===== config.mk =====
export PLATFORM = sky130hd
export DESIGN_NAME = store_buffer
export DESIGN_NICKNAME = d
export VERILOG_FILES = /design/src/rtl/mem_pkg.sv /design/src/rtl/sb_fifo.sv /design/src/rtl/store_buffer.sv
export SDC_FILE = /design/constraint.sdc
export NUM_CORES = 1
export LEC_CHECK = 0
export CORE_ASPECT_RATIO = 1.25
export CORE_UTILIZATION = 49
export DETAILED_ROUTE_END_ITERATION = 10
export GPL_ROUTABILITY_DRIVEN = 0
export GPL_TIMING_DRIVEN = 0
export PLACE_DENSITY_LB_ADDON = 0.2
export SLEW_MARGIN = 25
export SYNTH_ARGS = -nofsm -noshare
export SYNTH_HDL_FRONTEND = slang
export SYNTH_SLANG_ARGS = --single-unit

===== constraint.sdc =====
create_clock -name clk -period 2.1 [get_ports clk]
set_input_delay 0.21 -clock clk [delete_from_list [all_inputs] [get_ports clk]]
set_output_delay 0.21 -clock clk [all_outputs]
set_load 0.01 [all_outputs]

===== src/rtl/mem_pkg.sv =====
// Shared data-memory definitions: DM size ops, store-entry layout and word-index bounds.
// Pure declarations; no timing or flow-control content.
package mem_pkg;

    localparam logic [1:0] DM_WORD = 2'b00;
    localparam logic [1:0] DM_HALF = 2'b01;
    localparam logic [1:0] DM_BYTE = 2'b10;

    localparam int IDX_HI = 13;
    localparam int IDX_LO = 2;

    typedef struct packed {
        logic [1:0]  op;
        logic [31:0] addr;
        logic [31:0] wdata;
    } sb_entry_t;

endpackage


===== src/rtl/sb_fifo.sv =====
// Generic DEPTH-entry circular buffer; push lands at the clock edge, head is visible the next cycle.
// No internal backpressure: the caller must not push when full nor pop when empty.
module sb_fifo #(
    parameter int DEPTH = 4,
    parameter int WIDTH = 66,
    localparam int PW = $clog2(DEPTH),
    localparam int CW = $clog2(DEPTH + 1)
) (
    input  logic                        clk,
    input  logic                        reset,
    input  logic                        push,
    input  logic [WIDTH-1:0]            wr_dat,
    input  logic                        pop,
    output logic [WIDTH-1:0]            rd_dat,
    output logic [DEPTH-1:0][WIDTH-1:0] entries,
    output logic [DEPTH-1:0]            occupied,
    output logic [CW-1:0]               count
);

    logic [DEPTH-1:0][WIDTH-1:0] mem;
    logic [PW-1:0]               wr_ptr;
    logic [PW-1:0]               rd_ptr;

    // Payload storage is deliberately left out of reset.
    always_ff @(posedge clk) begin
        if (push) begin
            mem[wr_ptr] <= wr_dat;
        end
    end

    always_ff @(posedge clk or negedge reset) begin
        if (!reset) begin
            wr_ptr <= '0;
            rd_ptr <= '0;
            count  <= '0;
        end else begin
            if (push) wr_ptr <= wr_ptr + PW'(1);
            if (pop)  rd_ptr <= rd_ptr + PW'(1);
            case ({push, pop})
                2'b10:   count <= count + CW'(1);
                2'b01:   count <= count - CW'(1);
                default: count <= count;
            endcase
        end
    end

    assign rd_dat  = (count == '0) ? '0 : mem[rd_ptr];
    assign entries = mem;

    // Slot i is live when its distance from the head is below the occupancy.
    always_comb begin
        occupied = '0;
        for (int i = 0; i < DEPTH; i++) begin
            occupied[i] = (CW'(PW'(PW'(i) - rd_ptr)) < count);
        end
    end

endmodule


===== src/rtl/store_buffer.sv =====
// Posted-write queue feeding the DM write port; a store is drainable the cycle after it is pushed.
// st_ready drops when full (no same-cycle slot reuse); loads hitting a queued word are stalled.
module store_buffer #(
    parameter int DEPTH  = 4,
    parameter int IDX_LO = mem_pkg::IDX_LO,
    parameter int IDX_HI = mem_pkg::IDX_HI,
    localparam int CW = $clog2(DEPTH + 1)
) (
    input  logic          clk,
    input  logic          reset,
    input  logic          st_valid,
    output logic          st_ready,
    input  logic [1:0]    st_op,
    input  logic [31:0]   st_addr,
    input  logic [31:0]   st_wdata,
    input  logic          ld_valid,
    input  logic [31:0]   ld_addr,
    output logic          ld_stall,
    input  logic          dm_grant,
    output logic          dm_write,
    output logic [1:0]    dm_op,
    output logic [31:0]   dm_addr,
    output logic [31:0]   dm_wd,
    output logic [CW-1:0] count,
    output logic          empty,
    output logic          misalign_err
);

    import mem_pkg::*;

    sb_entry_t              wr_e;
    sb_entry_t              rd_e;
    sb_entry_t [DEPTH-1:0]  ents;
    logic [DEPTH-1:0]       occ;
    logic                   aligned;
    logic                   push;
    logic                   hit_q;

    always_comb begin
        case (st_op)
            DM_HALF: aligned = ~st_addr[0];
            DM_BYTE: aligned = 1'b1;
            default: aligned = (st_addr[1:0] == 2'b00);
        endcase
    end

    assign st_ready = (count != CW'(DEPTH));
    assign push     = st_valid && st_ready && aligned;
    assign empty    = (count == '0);
    assign dm_write = !empty && dm_grant;

    assign wr_e = '{op: st_op, addr: st_addr, wdata: st_wdata};

    sb_fifo #(
        .DEPTH (DEPTH),
        .WIDTH ($bits(sb_entry_t))
    ) u_fifo (
        .clk      (clk),
        .reset    (reset),
        .push     (push),
        .wr_dat   (wr_e),
        .pop      (dm_write),
        .rd_dat   (rd_e),
        .entries  (ents),
        .occupied (occ),
        .count    (count)
    );

    assign dm_op   = rd_e.op;
    assign dm_addr = rd_e.addr;
    assign dm_wd   = rd_e.wdata;

    // Word-granular compare only: size and lane are ignored, so partial overlaps stall too.
    always_comb begin
        hit_q = 1'b0;
        for (int i = 0; i < DEPTH; i++) begin
            if (occ[i] && (ents[i].addr[IDX_HI:IDX_LO] == ld_addr[IDX_HI:IDX_LO])) begin
                hit_q = 1'b1;
            end
        end
    end

    assign ld_stall = ld_valid &&
                      (hit_q || (push && (st_addr[IDX_HI:IDX_LO] == ld_addr[IDX_HI:IDX_LO])));

    always_ff @(posedge clk or negedge reset) begin
        if (!reset) begin
            misalign_err <= 1'b0;
        end else if (st_valid && st_ready && !aligned) begin
            misalign_err <= 1'b1;
        end
    end

endmodule


# --- Yosys cells after proc, flatten, opt, wreduce, memory -nomap -nowiden ---
# Index checks and enable logic that the tools add are counted.
word_totals:
  ff_bits: 272
  input_bits: 103
  out_inout_bits: 74
  word_cells: 63
op_classes:
  n_addsub: 8
  order_cmp: 7
  n_eq_ne: 10
  muxes: 12
  bitwise: 1
  reduce_logical: 17
op_table:
  columns: ["operator", "count"]
  rows:
  - ["bitwise mux 264 bit", 1]
  - ["two-way mux 66 bit", 3]
  - ["binary-select mux 66 bit (select 2 bit)", 1]
  - ["demux 66 bit (select 2 bit)", 1]
  - ["== test 12 bit", 5]
  - ["< comparator 2 x 3 -> 1 bit", 4]
  - ["logical AND 1 bit", 11]
  - ["< comparator 2 x 3 -> 1 bit, second input constant", 2]
  - ["one-hot mux 3 bit (2 select lines)", 1]
  - ["adder 2 x 1 -> 2 bit, second input constant", 2]
  - ["== test 2 x 1 -> 1 bit, second input constant", 2]
  - ["== test 2 bit, second input constant", 2]
  - ["two-way mux 1 bit", 4]
  - ["subtractor 1 x 2 -> 2 bit, first input constant", 2]
  - ["subtractor 2 bit, first input constant", 2]
  - ["adder 3 x 1 -> 3 bit, second input constant", 1]
  - ["zero test 3 bit", 1]
  - ["inequality test 3 bit, second input constant", 1]
  - ["subtractor 3 x 1 -> 3 bit, second input constant", 1]
  - [">= comparator 2 x 1 -> 1 bit, second input constant", 1]
  - ["zero test 1 bit", 2]
  - ["zero test 2 bit", 1]
  - ["one-hot mux 1 bit (2 select lines)", 1]
  - ["nonzero test 2 bit", 1]
  - ["other kinds (2)", 2]

# --- Longest topological paths before layout ---
# Gate-level depths: netlist of the first run.
logic_depth:
  depth_word: 9
  mapped_depth: 12
  ltp_nobuf: 12

# --- By module ---
# From an unflattened synthesis of the first run, not the netlist that was laid out.
hier_totals:
  hier_cells: 584
  hier_area_um2: 11486.0
modules_own_cells:
  columns: ["module", "n_inst", "cells_each", "area_per_inst_um2", "seq_area_each_um2"]
  rows:
  - ["sb_fifo", 1, 472, 10517.6, 8102.8]
  - ["store_buffer", 1, 112, 968.4, 25.0]

# --- Worst setup path after synthesis of the first run ---
# No wires, ideal clock.
synth_timing:
  path_type: "in2reg"
  from: "input port st_op[0]"
  to: "register u_fifo.mem, in the netlist u_fifo.entries[0] (enable)"
  arrival_time_ns: 1.990
  t_required_ns: 1.705
  path_slack_ns: -0.285
  path_stages: 6
  path_buffers: 0
  cell_sequence: "inv_1 ha_1 nand2b_2 a21oi_2 o211a_4 and2_2"
synth_between:
  elab_chain_len: 3
synth_lines:
  columns: ["element", "line", "source"]
  rows:
  - ["from (decl)", "store_buffer.sv:13", "input logic [1:0] st_op,"]
  - ["== test 2 bit or == test 2 x 1 -> 1 bit (tied branches)", "store_buffer.sv:40", "case (st_op)"]
  - ["one-hot mux 1 bit (2 select lines) (*)", "store_buffer.sv:40", null]
  - ["logical AND 1 bit (*)", "store_buffer.sv:48", "assign push = st_valid && st_ready && aligned;"]
  - ["to (signal, indexed assignment)", "sb_fifo.sv:27", "mem[wr_ptr] <= wr_dat;"]
  - ["to (decl)", "sb_fifo.sv:20", "logic [DEPTH-1:0][WIDTH-1:0] mem;"]
# Every way passes the cells marked *; elsewhere a longest branch is shown, timed or not.
# A chain may end at the register's enable or synchronous reset.

# --- Worst setup path in the final report of the first run ---
layout_timing:
  from: "register u_fifo.rd_ptr[0]"
  to: "output port ld_stall"
layout_between:
  elab_chain_len: 9
layout_lines:
  columns: ["element", "line", "source"]
  rows:
  - ["from (decl)", "sb_fifo.sv:22", "logic [PW-1:0] rd_ptr;"]
  - ["from (signal assigned)", "sb_fifo.sv:38", "if (pop) rd_ptr <= rd_ptr + PW'(1);"]
  - ["subtractor 1 x 2 -> 2 bit", "sb_fifo.sv:54", "occupied[i] = (CW'(PW'(PW'(i) - rd_ptr)) < count);"]
  - ["< comparator 2 x 3 -> 1 bit", "sb_fifo.sv:54", null]
  - ["logical AND 1 bit", "store_buffer.sv:77", "if (occ[i] && (ents[i].addr[IDX_HI:IDX_LO] == ld_addr[IDX_HI:IDX_LO])) begin"]
  - ["two-way mux 1 bit (3 in a row)", "store_buffer.sv:77", null]
  - ["two-way mux 1 bit (*)", "store_buffer.sv:77", null]
  - ["logical OR 1 bit (*)", "store_buffer.sv:84", "(hit_q || (push && (st_addr[IDX_HI:IDX_LO] == ld_addr[IDX_HI:IDX_LO])));"]
  - ["logical AND 1 bit (*)", "store_buffer.sv:83", "assign ld_stall = ld_valid &&"]
  - ["to (decl)", "store_buffer.sv:18", "output logic ld_stall,"]
# Marked as above.

==> results of run 1 <==
cell usage after synthesis (all sizes together):
library cell / number
mux4: 66
ha: 11
o21ai: 3
nand2b: 3
nand3: 1
xnor2: 44
fa: 1
clkbuf: 7
nand2: 4
nor3: 2
xor2: 23
o22ai: 1
nor4: 7
a21oi: 5
and2b: 1
nor2b: 67
nand4: 10
and2: 4
o211a: 1
o41a: 1
dfrtp: 8
buf: 29
nor2: 4
inv: 10
edfxtp: 264
a31o: 1
o211ai: 2
path summary, 6_finish.rpt:
path | to | slack (ns)
max reg2reg | u_fifo.count[2]$_DFFE_PN0P_ | 0.02
min | u_fifo.entries[65]$_DFFE_PP_ | 0.14
max in group asynchronous | u_fifo.count[0]$_DFFE_PN0P_ | 1.22
min reg2reg | misalign_err$_DFFE_PN0P_ | 0.49
min in group asynchronous | u_fifo.wr_ptr[0]$_DFFE_PN0P_ | 0.56
max | ld_stall | -0.60
layer usage:
layer  global-route usage [%]  vias to the layer above  share of wire, %  wire length (µm)
li1                         -                     2731                 -                 -
met1                     24.7                     3073                39              9580
met2                     36.8                      167                52             12700
met3                     4.32                       36               6.2              1510
met4                     6.40                        0               2.2               532
met5                        0                        -                 0                 0
state kept, by name, indices dropped and copies added (netlist names):
name and count:
u_fifo.entries 264, misalign_err 1, u_fifo.rd_ptr 2, u_fifo.count 3, u_fifo.wr_ptr 2
critical path, cell delays in order, from the launching register on:
cell and delay (ns):
dfrtp_1 0.40, buf_12 0.16, buf_12 0.13, xnor2_4 0.17, inv_2 0.07, ha_4 0.27
a21oi_4 0.05, o21ai_2 0.11, nor3_1 0.06, o41a_1 0.38, buf_2 0.15
area by class of cell:
cell class | instances | area (µm²)
flip-flops and latches | 272 | 8130
fillers | 1564 | 7750
multi-input cells | 266 | 3190
repair buffers | 202 | 1900
clock buffers | 35 | 706
well taps | 283 | 354
plain buffers | 35 | 342
clock inverters | 12 | 103
inverters | 10 | 45.0
power groups by stage:
stage / Sequential, mW / Clock [mW] / Combinational [mW]
2_1_floorplan: 6.61 / 0 / 3.78
3_3_place_gp: 6.62 / 0 / 6.66
3_5_place_dp: 6.63 / 0 / 6.76
4_1_cts: 6.53 / 4.53 / 7.48
5_1_grt: 6.56 / 4.71 / 8.59
6_report: 6.53 / 4.44 / 7.98
per-stage QoR:
step                      util, %  power [mW]  instances
after global routing         65.6        19.9       1115
after floorplan                 -        10.4        580
after detailed placement     58.9        13.4       1011
after CTS                    64.2        18.5       1084
after global placement       58.5        13.3       1007
final                        65.6        19.0       1115
cell families after synthesis:
family          synth area share (%)
compound gates                 0.946
xor+xnor                        5.16
fa+ha+maj                       1.39
buf+inv                         2.13
flops                           71.5
mux                             13.1
simple gates                    5.81
timing repair:
| item | CTS | global route |
|---|---|---|
| hold buffers | 1 | 0 |
| pin swaps | 9 | 14 |
| gates resized for setup | 90 | 137 |
| hold endpoints to repair | 8 | 0 |
| setup endpoints to repair | 336 | 176 |
| cloned | 1 | 3 |
| buffers inserted | 24 | 31 |
==> impl_metrics.tcl, run 1 <==
set metrics [dict create \
    ys_seq_elements 272 \
    grt_first_pass_wirelength_um 36100 \
    critPathMaxFanout 8 \
    start_kind "flop" \
    ys_types 36 \
    rows 61 \
    internal_power_mw 13.4 \
    avgSynthCellArea_um2 19.6 \
    finalSetupViolCount 67 \
    r2r-start "u_fifo.count[2]$_DFFE_PN0P_" \
    die_area_mm2 0.0238 \
    max_cap_violations 0 \
    failed_checks "DRC, setup timing" \
    ys_top_cells_by_area "edfxtp_1, mux4_2, nor2b_1" \
    worstSetupStartpoint "u_fifo.rd_ptr[0]$_DFFE_PN0P_" \
    hold_class "input pin to flop" \
    power.net_switching_mw 5.54 \
    syn_to_final_growth_pct 29.9 \
    synth_top_area_share_pct 69.7 \
    max_freq_mhz 370 \
    cts.sinks 272 \
    crit_arrival_ns 2.49 \
    status "finished with violations" \
    min-delay-start "st_op[1]" \
    whs_ns 0.136 \
    ios 177 \
    fin_area_mm2 0.0148 \
    power.static_leakage_nw 5.09 \
    gr-total-overflow 0 \
    cp-end-kind "output port" \
    globalRouteTotalUtil_pct 20.4 \
    drive_above_1_share_pct 33.2 \
    drtIter0Drc 259 \
    final_common_cell "edfxtp_1" \
    core-area_mm2 0.0225 \
    via_count 6007 \
    dieHeight_um 172 \
    comb_power_share_pct 42.1 \
    rsz0062_at_grt "yes" \
    die_w_um 138 \
    portBuffers 144 \
    drtPass1Iterations 8 \
    yosysTopAreaCell "edfxtp_1" \
    fin_crit_ns 2.70 \
    final_nets 929 \
    dp_hpwl_um 15000 \
    clock_path_buffers 3 \
    slew_headroom_pct 69.7 \
    critical_path_class "flop to output port" \
    tns_ns -21.36 \
    worst_slew_pin_slew_ns 0.454 \
    drc_errors 18 \
    period_share_pct 129 \
    yosysSeqAreaShare_pct 71.5 \
    cts_buffers 27 \
    worstSkewPairLatency_ns 0.52 \
    powerDensity_mw_per_mm2 1280 \
    routedWlPerCell_um 21.8 \
    grt_pass1_vias 6561 \
    synthesis.area_mm2 0.0114 \
    clk_pin_slew_ns 0.06 \
    report.final.slew_viol_count 0 \
    syn-instance-count 580 \
    wl_um 24300 \
    clkPwrFrac_pct 23.4 \
    syn-num-nets 695 \
    setup_ws_ns -0.603 \
    dpl_cell_area_mm2 0.0133 \
    holdPathStages 1 \
    antenna_cells 0 \
    antenna_found_initial 0 \
    yosysWarnings 0 \
    fin_skew_ns 0.00805 \
    place_ws_ns -0.938 \
    viasPerCell 5.39 \
    sw_frac_of_total_pct 29.2 \
    h-tree-depth 1 \
    start_util_pct 50.5 \
    drtAntennaViolNets 0 \
    grt_start_max_net_pins 39 \
    root_buffer "clkbuf_16" \
    pwr-share-seq_pct 34.4 \
    cts_tree "done" \
    crit_required_ns 1.89 \
    finalHoldViolations 0 \
    layout_common_cells "edfxtp_1, clkdlybuf4s50_1, mux4_2, nor2b_1, xnor2_1" \
    ir_drop_mv 0.879 \
    reg2reg_depth 11 \
]
No activity file was read; power rests on OpenSTA's default activity.
==> inputs of run 2 (changes only) <==
Settings changed: CTS_CLUSTER_DIAMETER from default to 120, GPL_TIMING_DRIVEN 0 to default.
==> impl_metrics.tcl, run 2 (synthesis gave the netlist of run 1 again) <==
set metrics [dict create \
    core-area_mm2 0.0225 \
    antenna_found_initial 1 \
    holdPathStages 2 \
    drc_errors 18 \
    placedCellCount 1050 \
    cp_cell_sequence "buf_12, buf_8, buf_12, buf_12, buf_6, mux4_2, nor2b_4, buf_6" \
    viasPerCell 5.43 \
    h-tree-depth 1 \
    grt_first_pass_wirelength_um 38200 \
    dpl_cell_area_mm2 0.0138 \
    reg2reg_depth 11 \
    die_area_mm2 0.0238 \
    slew_headroom_pct 73.8 \
    fin_skew_ns 0.0101 \
    n_fill_cell 1434 \
    whs_endpoint "u_fifo.entries[196]$_DFFE_PP_" \
    power.static_leakage_nw 5.48 \
    ir_drop_mv 0.755 \
    die_w_um 138 \
    finalSetupViolCount 68 \
    report.final.slew_viol_count 0 \
    r2r_slack_ns -0.02 \
    hold_class "input pin to flop" \
    final_nets 953 \
    max_cap_violations 0 \
    min-delay-start "st_op[0]" \
    worstSkewPairLatency_ns 0.52 \
    clock_path_buffers 3 \
    crit_required_ns 1.89 \
    powerDensity_mw_per_mm2 1290 \
    critical_path_class "flop to output port" \
    crit_path_max_incr_delay_ns 0.52 \
    max_freq_mhz 389 \
    cp-end-kind "output port" \
    layout_common_cells "edfxtp_1, clkdlybuf4s50_1, mux4_2, buf_4, buf_6" \
    fin_crit_ns 2.57 \
    failed_checks "DRC, setup timing" \
    stdcell_count 1142 \
    setup_ws_ns -0.470 \
    worst_slew_pin_slew_ns 0.392 \
    cts.sinks 272 \
    largest_register_ffs 264 \
    slowest_stage "dfrtp_4" \
    rsz0062_at_grt "yes" \
    start_util_pct 50.5 \
    via_count 6203 \
    root_buffer "clkbuf_16" \
    critPathMostFrequentCell "buf_12" \
    wl_um 24700 \
    drtIter0Drc 374 \
    cts_tree "done" \
    portBuffers 156 \
    grt_start_max_net_pins 46 \
    start_kind "flop" \
    drtAntennaViolNets 0 \
    dp_hpwl_um 15600 \
    fin_area_mm2 0.0155 \
    finalHoldViolations 0 \
    grt_pass1_vias 6734 \
    ios 177 \
    drive_above_1_share_pct 41.4 \
    drtPass1Iterations 8 \
    gr-total-overflow 0 \
    status "finished with violations" \
    routedWlPerCell_um 21.6 \
    total_power_mw 20.1 \
    crit_arrival_ns 2.36 \
    cts_buffers 26 \
    cp_top_family "buffers and inverters" \
    final_common_cell "edfxtp_1" \
    postLayoutCoreUtil_pct 68.9 \
    reg2reg_to "u_fifo.count[2]$_DFFE_PN0P_" \
    critPathMaxFanout 7 \
    path_buf_inv 6 \
    rows 61 \
    globalRouteTotalUtil_pct 21.3 \
    period_share_pct 122 \
    clk_pin_slew_ns 0.06 \
    r2r-start "u_fifo.count[1]$_DFFE_PN0P_" \
    dieHeight_um 172 \
    syn_to_final_growth_pct 36.4 \
]
==> run 2: changes by cell type in the layout (fill, tap and decap cells not counted), sizes merged <==
cell           change
and2               -4
clkdlybuf4s15      +2
dlygate4sd2        -2
diode              +1
clkinv             -5
clkinvlp           +3
clkdlybuf4s50     -10
clkbuf            -33
bufinv             +1
dlymetal6s2s       +2
buf               +72
==> run 2: metal layers <==
metal	GRT usage, %	part of all wire, %	routed length [µm]
met1	26.7	40	9800
met2	38.8	52	12900
met3	3.43	5.9	1470
met4	5.96	2.0	484
met5	0	0	0
==> run 2: worst register-to-register path: cells and delay by family (launching register included) <==
kind	cells	cell delay, ns
xor gates and xnor gates	2	0.33
adders and majority gates	2	0.51
buffers and inverters	4	0.46
DFF	1	0.41
and+or+nand+nor	3	0.35
==> run 2: layout make-up <==
cell class,count,area (µm²),area share [%]
inverters,10,42.5,0.274
flip-flops and latches,272,8140,52.5
clock inverters,11,145,0.936
diodes,1,2.50,0.0161
multi-input cells,262,3340,21.5
clock buffers,37,773,4.98
well taps,283,354,2.28
repair buffers,266,2720,17.5
==> run 2: per-stage QoR <==
| step | hold WS [ns] | setup TNS, ns | setup slack (ns) |
|---|---|---|---|
| 5_1_grt | 0.0728 | -26.51 | -0.542 |
| 6_report | 0.0712 | -22.10 | -0.470 |
| 2_1_floorplan | -0.0856 | -75.33 | -0.285 |
| 4_1_cts | 0.217 | -22.06 | -0.498 |
| 3_3_place_gp | 0.516 | -114.12 | -0.682 |
| 3_5_place_dp | 0.516 | -125.09 | -0.716 |
==> run 2: repair_timing <==
item	CTS	global route
pin swaps	9	13
endpoints found under the setup margin	72	73
resized for setup	352	81
hold buffers	1	0
cloned	3	1
buffers inserted	29	17
endpoints found under the hold margin	8	0
==> run 2: how the worst max path moves through the flow <==
stage / startpoint / cells after the start / end / slack, ns
floorplan: st_op[0] / 6 / u_fifo.entries[0]$_DFFE_PP_ / -0.29
global placement: st_op[0] / 10 / ld_stall / -0.68
detailed placement: st_op[0] / 10 / ld_stall / -0.72
CTS: u_fifo.rd_ptr[1]$_DFFE_PN0P_ / 9 / ld_stall / -0.50
global route: u_fifo.rd_ptr[0]$_DFFE_PN0P_ / 8 / dm_wd[26] / -0.54
finish: u_fifo.rd_ptr[0]$_DFFE_PN0P_ / 8 / dm_wd[26] / -0.47
==> run 2: power by group <==
group          switching, mW  internal, mW  leakage (nW)
clock network           1.97          2.94         0.443
logic                   3.66          4.93          2.57
registers              0.204          6.39          2.47
==> inputs of run 3 (changes only) <==
Settings changed: REMOVE_ABC_BUFFERS from default to 1.
==> impl_metrics.tcl, run 3 (synthesis gave the netlist of run 1 again) <==
set metrics [dict create \
    crit_required_ns 1.89 \
    grt_pass1_vias 6715 \
    max_cap_violations 0 \
    reg2reg_depth 12 \
    holdPathStages 2 \
    worst_slew_pin_slew_ns 0.449 \
    wl_um 25700 \
    min-delay-start "st_op[0]" \
    total_power_mw 20.3 \
    crit_path_max_incr_delay_ns 0.51 \
    finalSetupViolCount 67 \
    cts_tree "done" \
    powerDensity_mw_per_mm2 1300 \
    ios 177 \
    globalRouteTotalUtil_pct 21.9 \
    multi_input_area_mm2 0.00334 \
    final_nets 950 \
    grt_first_pass_wirelength_um 38600 \
    max_freq_mhz 392 \
    antenna_found_initial 0 \
    via_count 6268 \
    rsz0062_at_grt "yes" \
    register_area_mm2 0.00814 \
    cts_buffers 27 \
    layout_common_cells "edfxtp_1, clkdlybuf4s50_1, mux4_2, buf_6, buf_4" \
    critical_path_class "flop to output port" \
    core-area_mm2 0.0225 \
    failed_checks "DRC, setup timing" \
    critPathMostFrequentCell "nor2_1" \
    start_kind "flop" \
    portBuffers 156 \
    setup_ws_ns -0.453 \
    routedWlPerCell_um 22.6 \
    root_buffer "clkbuf_16" \
    place_ws_ns -0.736 \
    tns_ns -20.53 \
    clk_pin_slew_ns 0.07 \
    met1_usage_pct 27.0 \
    r2r_slack_ns 0.05 \
    report.final.slew_viol_count 0 \
    whs_endpoint "u_fifo.entries[64]$_DFFE_PP_" \
    cp_cell_sequence "buf_8, inv_4, ha_4, a21oi_2, nor2_1, nor2_1, nor4_2, o41a_1, buf_2" \
    fin_crit_ns 2.55 \
    fin_area_mm2 0.0156 \
    grt_util_met3_pct 3.32 \
    finalHoldViolations 0 \
    h-tree-depth 1 \
    syn_to_final_growth_pct 37.1 \
    clock_path_buffers 3 \
    die_area_mm2 0.0238 \
    gr-total-overflow 0 \
    crit_arrival_ns 2.34 \
    dieHeight_um 172 \
    antenna_cells 0 \
    placedCellCount 1046 \
    die_w_um 138 \
    viasPerCell 5.51 \
    power.static_leakage_nw 5.51 \
    worstSkewPairLatency_ns 0.53 \
    grt_start_max_net_pins 35 \
    hold_class "input pin to flop" \
    postLayoutCoreUtil_pct 69.2 \
    rows 61 \
    final_common_cell "edfxtp_1" \
    whs_ns 0.0430 \
    grt.busiest_layer "met2" \
    drtAntennaViolNets 0 \
    cp-end-kind "output port" \
    slowest_stage "dfrtp_4" \
    critPathMaxFanout 4 \
    r2r-start "u_fifo.count[1]$_DFFE_PN0P_" \
    drtPass1Iterations 7 \
    use_met2_pct 40.2 \
    status "finished with violations" \
    period_share_pct 122 \
    largest_register_ffs 264 \
    reg2reg_to "u_fifo.count[2]$_DFFE_PN0P_" \
    dp_hpwl_um 15200 \
    stdcell_count 1138 \
    cts.sinks 272 \
    drtIter0Drc 342 \
    drc_errors 15 \
    fin_skew_ns 0.0200 \
    dpl_cell_area_mm2 0.0138 \
    slew_headroom_pct 70.0 \
    n_fill_cell 1413 \
    drive_above_1_share_pct 38.8 \
    ir_drop_mv 0.759 \
    start_util_pct 50.5 \
]
run 3: area by class of cell:
type	count	area share (%)
Sequential cell	272	52.2
Multi-Input combinational cell	262	21.5
Timing Repair Buffer	262	18.3
Clock buffer	33	4.48
Tap cell	283	2.27
Clock inverter	16	1.06
Inverter	10	0.273
run 3: how the worst max path moves through the flow:
stage,startpoint,endpoint,slack [ns]
final,u_fifo.rd_ptr[1]$_DFFE_PN0P_,ld_stall,-0.45
after global placement,st_op[0],ld_stall,-0.70
after detailed placement,st_op[0],ld_stall,-0.74
after global routing,u_fifo.rd_ptr[0]$_DFFE_PN0P_,ld_stall,-0.54
after floorplan,u_fifo.rd_ptr[0]$_DFFE_PN0P_,ld_stall,-2.12
after CTS,u_fifo.rd_ptr[0]$_DFFE_PN0P_,ld_stall,-0.50
run 3: layer usage:
metal	share of wire [%]	up-vias	routed length, µm
li1	-	2779	-
met1	40	3267	10200
met2	54	188	13800
met3	5.1	34	1300
met4	1.9	0	484
met5	0	-	0
run 3: worst max-delay path: cells and delay by family, from the launching register on:
kind / cells / cell delay [ns]
buffers and inverters: 3 / 0.35
flip-flops: 1 / 0.51
AO/OA/AOI/OAI: 2 / 0.50
AND/OR/NAND/NOR: 3 / 0.26
adder cells (fa/ha/maj): 1 / 0.19
run 3: timing repair:
item                                    CTS  global route
pin swaps                                10            13
hold buffers                              1             0
gates resized for setup                 355            63
endpoints found under the hold margin     8             0
cloned                                   10             1
endpoints found under the setup margin   70            69
setup buffers                            27            10
run 3: power by group:
| group | leakage, nW | internal (mW) | total, mW | switching (mW) |
|---|---|---|---|---|
| Clock | 0.408 | 2.73 | 4.69 | 1.96 |
| Sequential | 2.47 | 6.38 | 6.56 | 0.173 |
| Combinational | 2.63 | 5.21 | 9.07 | 3.87 |
| Total | 5.51 | 14.3 | 20.3 | 6.00 |
